==> config.mk <==
export PLATFORM = sky130hd
export DESIGN_NAME = multicycle_ctrl
export DESIGN_NICKNAME = d
export VERILOG_FILES = /design/src/rtl/multicycle_ctrl.sv
export SDC_FILE = /design/constraint.sdc
export NUM_CORES = 1
export LEC_CHECK = 0
export CORE_UTILIZATION = 41
export CTS_BUF_LIST = sky130_fd_sc_hd__clkbuf_8
export CTS_CLUSTER_DIAMETER = 40
export DETAILED_ROUTE_END_ITERATION = 8
export PLACE_DENSITY = 0.72
export SYNTH_ARGS = -nofsm -noshare
export SYNTH_HDL_FRONTEND = slang
export SYNTH_SLANG_ARGS = --single-unit
==> constraint.sdc <==
create_clock -name clk -period 3.9 [get_ports clk]
set_clock_uncertainty 0.1 [all_clocks]
set_input_delay 0.39 -clock clk [delete_from_list [all_inputs] [get_ports clk]]
set_output_delay 0.39 -clock clk [all_outputs]
set_load 0.02 [all_outputs]
==> src/rtl/multicycle_ctrl.sv <==
// ============================================================================
// multicycle_ctrl : main control FSM for the multicycle MIPS datapath
// Rev 1.0 - initial release
// ============================================================================
`default_nettype none

module multicycle_ctrl #(
  parameter int CNT_W = 32
) (
  input  logic             clk,
  input  logic             rst_n,
  input  logic [5:0]       op,
  input  logic             mem_ready,
  output logic             pcwrite,
  output logic             branch,
  output logic             iord,
  output logic             memwrite,
  output logic             irwrite,
  output logic             regdst,
  output logic             memtoreg,
  output logic             regwrite,
  output logic             alusrca,
  output logic [1:0]       alusrcb,
  output logic [1:0]       aluop,
  output logic [1:0]       pcsrc,
  output logic             illegal_op,
  output logic [3:0]       state,
  output logic [CNT_W-1:0] instr_count
);

  typedef enum logic [3:0] {
    S_FETCH    = 4'd0,
    S_DECODE   = 4'd1,
    S_MEMADR   = 4'd2,
    S_MEMRD    = 4'd3,
    S_MEMWB    = 4'd4,
    S_MEMWR    = 4'd5,
    S_EXECUTE  = 4'd6,
    S_ALUWB    = 4'd7,
    S_BRANCH   = 4'd8,
    S_ADDIEXEC = 4'd9,
    S_ADDIWB   = 4'd10,
    S_JUMP     = 4'd11
  } state_e;

  localparam logic [5:0] OP_RTYPE = 6'b000000;
  localparam logic [5:0] OP_J     = 6'b000010;
  localparam logic [5:0] OP_BEQ   = 6'b000100;
  localparam logic [5:0] OP_ADDI  = 6'b001000;
  localparam logic [5:0] OP_LW    = 6'b100011;
  localparam logic [5:0] OP_SW    = 6'b101011;

  localparam logic [CNT_W-1:0] CNT_ONE = {{(CNT_W-1){1'b0}}, 1'b1};

  state_e           state_q, state_d;
  logic [CNT_W-1:0] cnt_q, cnt_d;
  logic             retire_w;
  logic             illegal_w;

  // Raw enables before the reset gate.
  logic pcwrite_w, branch_w, memwrite_w, irwrite_w, regwrite_w;

  always_ff @(posedge clk or negedge rst_n) begin
    if (!rst_n) begin
      state_q <= S_FETCH;
      cnt_q   <= '0;
    end else begin
      state_q <= state_d;
      cnt_q   <= cnt_d;
    end
  end

  always_comb begin
    state_d   = state_q;
    retire_w  = 1'b0;
    illegal_w = 1'b0;
    case (state_q)
      S_FETCH:  if (mem_ready) state_d = S_DECODE;
      S_DECODE: begin
        case (op)
          OP_LW, OP_SW: state_d = S_MEMADR;
          OP_RTYPE:     state_d = S_EXECUTE;
          OP_BEQ:       state_d = S_BRANCH;
          OP_ADDI:      state_d = S_ADDIEXEC;
          OP_J:         state_d = S_JUMP;
          default: begin
            state_d   = S_FETCH;
            illegal_w = 1'b1;
          end
        endcase
      end
      S_MEMADR:   state_d = (op == OP_LW) ? S_MEMRD : S_MEMWR;
      S_MEMRD:    if (mem_ready) state_d = S_MEMWB;
      S_MEMWB: begin
        state_d  = S_FETCH;
        retire_w = 1'b1;
      end
      S_MEMWR: begin
        if (mem_ready) begin
          state_d  = S_FETCH;
          retire_w = 1'b1;
        end
      end
      S_EXECUTE:  state_d = S_ALUWB;
      S_ALUWB, S_BRANCH, S_ADDIWB, S_JUMP: begin
        state_d  = S_FETCH;
        retire_w = 1'b1;
      end
      S_ADDIEXEC: state_d = S_ADDIWB;
      default:    state_d = S_FETCH;
    endcase
  end

  assign cnt_d = retire_w ? (cnt_q + CNT_ONE) : cnt_q;

  always_comb begin
    pcwrite_w  = 1'b0;
    branch_w   = 1'b0;
    memwrite_w = 1'b0;
    irwrite_w  = 1'b0;
    regwrite_w = 1'b0;
    iord       = 1'b0;
    regdst     = 1'b0;
    memtoreg   = 1'b0;
    alusrca    = 1'b0;
    alusrcb    = 2'b00;
    aluop      = 2'b00;
    pcsrc      = 2'b00;
    case (state_q)
      S_FETCH: begin
        alusrcb   = 2'b01;
        irwrite_w = mem_ready;
        pcwrite_w = mem_ready;
      end
      S_DECODE: alusrcb = 2'b11;
      S_MEMADR, S_ADDIEXEC: begin
        alusrca = 1'b1;
        alusrcb = 2'b10;
      end
      S_MEMRD: iord = 1'b1;
      S_MEMWB: begin
        memtoreg   = 1'b1;
        regwrite_w = 1'b1;
      end
      S_MEMWR: begin
        iord       = 1'b1;
        memwrite_w = 1'b1;
      end
      S_EXECUTE: begin
        alusrca = 1'b1;
        aluop   = 2'b10;
      end
      S_ALUWB: begin
        regdst     = 1'b1;
        regwrite_w = 1'b1;
      end
      S_BRANCH: begin
        alusrca  = 1'b1;
        aluop    = 2'b01;
        pcsrc    = 2'b01;
        branch_w = 1'b1;
      end
      S_ADDIWB: regwrite_w = 1'b1;
      S_JUMP: begin
        pcsrc     = 2'b10;
        pcwrite_w = 1'b1;
      end
      // Unreachable codes look like a stalled fetch: FETCH selects, no enables.
      default: alusrcb = 2'b01;
    endcase
  end

  // Enables are qualified by rst_n so a held reset never leaks mem_ready through.
  assign pcwrite     = pcwrite_w  & rst_n;
  assign branch      = branch_w   & rst_n;
  assign memwrite    = memwrite_w & rst_n;
  assign irwrite     = irwrite_w  & rst_n;
  assign regwrite    = regwrite_w & rst_n;
  assign illegal_op  = illegal_w  & rst_n;
  assign state       = state_q;
  assign instr_count = cnt_q;

endmodule

`default_nettype wire

==> summary.md <==
| Metric | Value |
|---|---|
| Outcome | `complete, no violations` |
| GR Util met2 | `31.9%` |
| Skew-Pair Late Insertion Delay | `0.29 ns` |
| Synth Flop Type | `dfrtp_1` |
| FFs w/ async S/R, synth | `100%` |
| Port bufs | `60` |
| Largest family of logic cells by synthesized area | `simple AND/OR/NAND/NOR gates` |
| Overflow after GRT | `0` |
| GR Util met1 | `23.9%` |
| GRT met3 Usage | `4.88%` |
| Setup TNS | `0 ns` |
| Routed vias | `between 1500 and 2000` |
| RSZ-0062 raised after global routing | `no` |
| Post-CTS setup-driven buffer insertion count | `0` |
| Synth cell count leaders | `36 x dfrtp_1, 25 x xor2_1, 20 x nand2_1` |
| DR iter-0 viols | `90` |
| Worst EP arrival | `roughly 2.4 ns` |
| Synth top area cells | `dfrtp_1 42%, xor2_1 10%, nor4_2 4.6%` |
| Worst hold path type | `flip-flop to flip-flop` |
| Worst setup EP type | `output port` |
| Syn Inst Count | `approximately 220` |
| Clk pin slew, worst setup/hold paths | `0.07 ns` |
| Fin crit share | `roughly 73%` |
| CTS sink cnt | `36` |
| CTS tree | `built` |
| Core ar. | `5070 sq um` |
| P_leak | `0.000990 uW` |
| Net Count, Synth | `233` |
| Number of synthesized flops with an enable pin | `0` |
| Most Crowded Layer GR | `met2` |
| CP cell instances | `nor2b_1, nand2_1, a21oi_1, clkdlybuf4s50_1` |
| Mean Syn Cell Area | `9.68 sq um` |
| Row count | `26` |
| CP required | `3.41 ns` |
| Fmax | `352 MHz` |
| Detailed Place HPWL | `3440 um` |
| Post-Syn Area | `2160 sq um` |
| Worst-path fanout max | `16` |
| Total of warnings raised by yosys | `0` |
| Final ANT Viol Nets | `0` |
| Yosys reg bits | `36` |
| Clock Path Buffers | `2` |
| Number of I/O pins | `61` |
| VDD IR max | `0.182 mV` |
| Synth Area in Compound Gates | `5.80%` |
| Total GRT Usage | `18.8%` |
| Post-Synth Adder-Cell Area | `0.580%` |
| Wirelength per Cell | `13.8 um` |
| Post-synth top area share | `41.7%` |
| Total Power | `1040 uW` |
| Seq/Total Area, Yosys | `41.7%` |
| Critical setup path kind | `flip-flop to output port` |
| Slew Viols, Final | `0` |
| Number of diodes | `0` |
| Worst slew pin tran | `0.693 ns` |
| Register Area | `approximately 900 sq um` |
| Initial antenna violation count | `0` |
| Multi-input gate area | `1160 sq um` |
| Vias per cell | `5.27` |
| Mux cell area share after synthesis | `less than 1%` |
| Vias in the first global route | `1691` |
| Layout area overhead | `34.3%` |
| Pin count of the biggest net entering global routing | `33` |
| Most common cell in the synthesized netlist | `dfrtp_1` |
| GP Congestion | `0.795` |
| Final WL | `around 4900 um` |
| Die Height | `74.6 um` |
| Initial Utilization | `42.5%` |
| H-Tree Depth | `2` |
| Clock root buffer | `clkbuf_8` |
| Layout cells sized above 1 | `7.83%` |
| Synth Area in Simple Gates | `33.4%` |
| Final Hold Vio Count | `0` |
| XOR/XNOR Fraction of Synth Area | `13.4%` |
| Die area | `5560 sq um` |
| First-pass GRT wire length | `7940 um` |
| DRT Pass-1 Iters | `4` |
| Nets | `290` |
| Maxcap violations | `0` |
| Biggest area consumer among synthesized cells | `dfrtp_1` |
| Unique cell type count in the Yosys netlist | `39` |
| CTS buffer count | `5` |
| Minimum clock period | `2.84 ns` |
| Max_slew headroom | `53.8%` |
| Final setup viols | `0` |
| Die X | `roughly 75 um` |
| CTS resizes | `0` |
| Filler cells | `485` |
| Power per cell area | `around 360 nW/um^2` |
| Worst setup SP type | `flip-flop` |
| CP peak stage delay | `0.68 ns` |
| DRC Markers | `0` |
| Critical path's slowest cell | `dfrtp_1` |
==> cells by family after synthesis <==
logic type      count (synthesis)
simple gates                  115
flops                          36
xor+xnor                       33
buf+inv                        19
compound gates                 18
mux                             1
fa+ha+maj                       1
==> worst max-delay path, delay by kind of cell, from the launching register on <==
kind                   cells  cell delay, ns
buffers and inverters      1            0.63
AND/OR/NAND/NOR            2            0.60
flip-flops                 1            0.68
AO/OA/AOI/OAI              1            0.16
==> placed cells by master, fill, tap and decap left out, types with 3 or more instances in the layout <==
master / synthesis / final
nor4_2: 8 / 8
nor2_1: 11 / 11
clkbuf_8: 0 / 5
xnor2_1: 8 / 8
nand2b_1: 5 / 5
nor3_1: 17 / 17
dfrtp_1: 36 / 36
and3_1: 3 / 3
nor4_1: 11 / 11
a21o_1: 3 / 3
nand4_1: 6 / 6
clkdlybuf4s50_1: 0 / 59
and4_1: 6 / 6
nand2_1: 20 / 20
nor2b_1: 6 / 6
inv_1: 6 / 7
nand3_1: 11 / 11
xor2_1: 25 / 25
a21oi_1: 5 / 5
==> flip-flops by register name, indices dropped and copies added, names as in the netlist <==
name / count
state: 4
instr_count: 32
==> final timing paths <==
check | start | endpoint | slack [ns] | cells past startpoint
max | state[1]$_DFFE_PN0P_ | alusrcb[1] | 1.06 | 4
min | instr_count[31]$_DFFE_PN0P_ | instr_count[31]$_DFFE_PN0P_ | 0.38 | 1
max reg2reg | state[2]$_DFFE_PN0P_ | instr_count[31]$_DFFE_PN0P_ | 1.62 | 5
min reg2reg | instr_count[31]$_DFFE_PN0P_ | instr_count[31]$_DFFE_PN0P_ | 0.38 | 1
max in group asynchronous | rst_n | instr_count[18]$_DFFE_PN0P_ | 2.66 | 3
min in group asynchronous | rst_n | state[1]$_DFFE_PN0P_ | 0.39 | 2
==> timing repair <==
item / 4_1_cts / 5_1_grt
endpoints found under the setup margin: 0 / 0
endpoints found under the hold margin: 4 / 0
hold buffers: 1 / 0
==> where the power goes <==
| group | internal [uW] | leakage [uW] | switching (uW) |
|---|---|---|---|
| Combinational | 123 | 0.000555 | 151 |
| Sequential | 399 | 0.000375 | 46.1 |
| Clock | 187 | 0.0000593 | 133 |
==> area by class of cell <==
| class | instances | area share (%) |
|---|---|---|
| Clock buffer | 5 | 2.37 |
| Sequential cell | 36 | 31.1 |
| Timing Repair Buffer | 63 | 21.4 |
| Multi-Input combinational cell | 168 | 40.0 |
| Tap cell | 70 | 3.02 |
| Clock inverter | 3 | 1.34 |
| Inverter | 6 | 0.777 |
==> layer usage <==
metal  vias to the layer above  part of all wire (%)
li1                        914                     -
met1                       887                    46
met2                        42                    48
met3                         6                   4.1
met4                         0                   1.1
met5                         -                     0
==> through the flow <==
stage	setup slack [ns]	hold WS, ns	std cells	util (%)	instance area [sq um]
after detailed placement	1.20	0.154	342	54.8	2780
after global routing	0.871	0.413	351	57.1	2900
after floorplan	1.74	-0.00559	223	-	2160
after global placement	1.25	0.153	342	54.8	2780
final	1.06	0.381	351	57.1	2900
after CTS	1.06	0.374	351	57.1	2900
(Power assumes the default switching activity.)
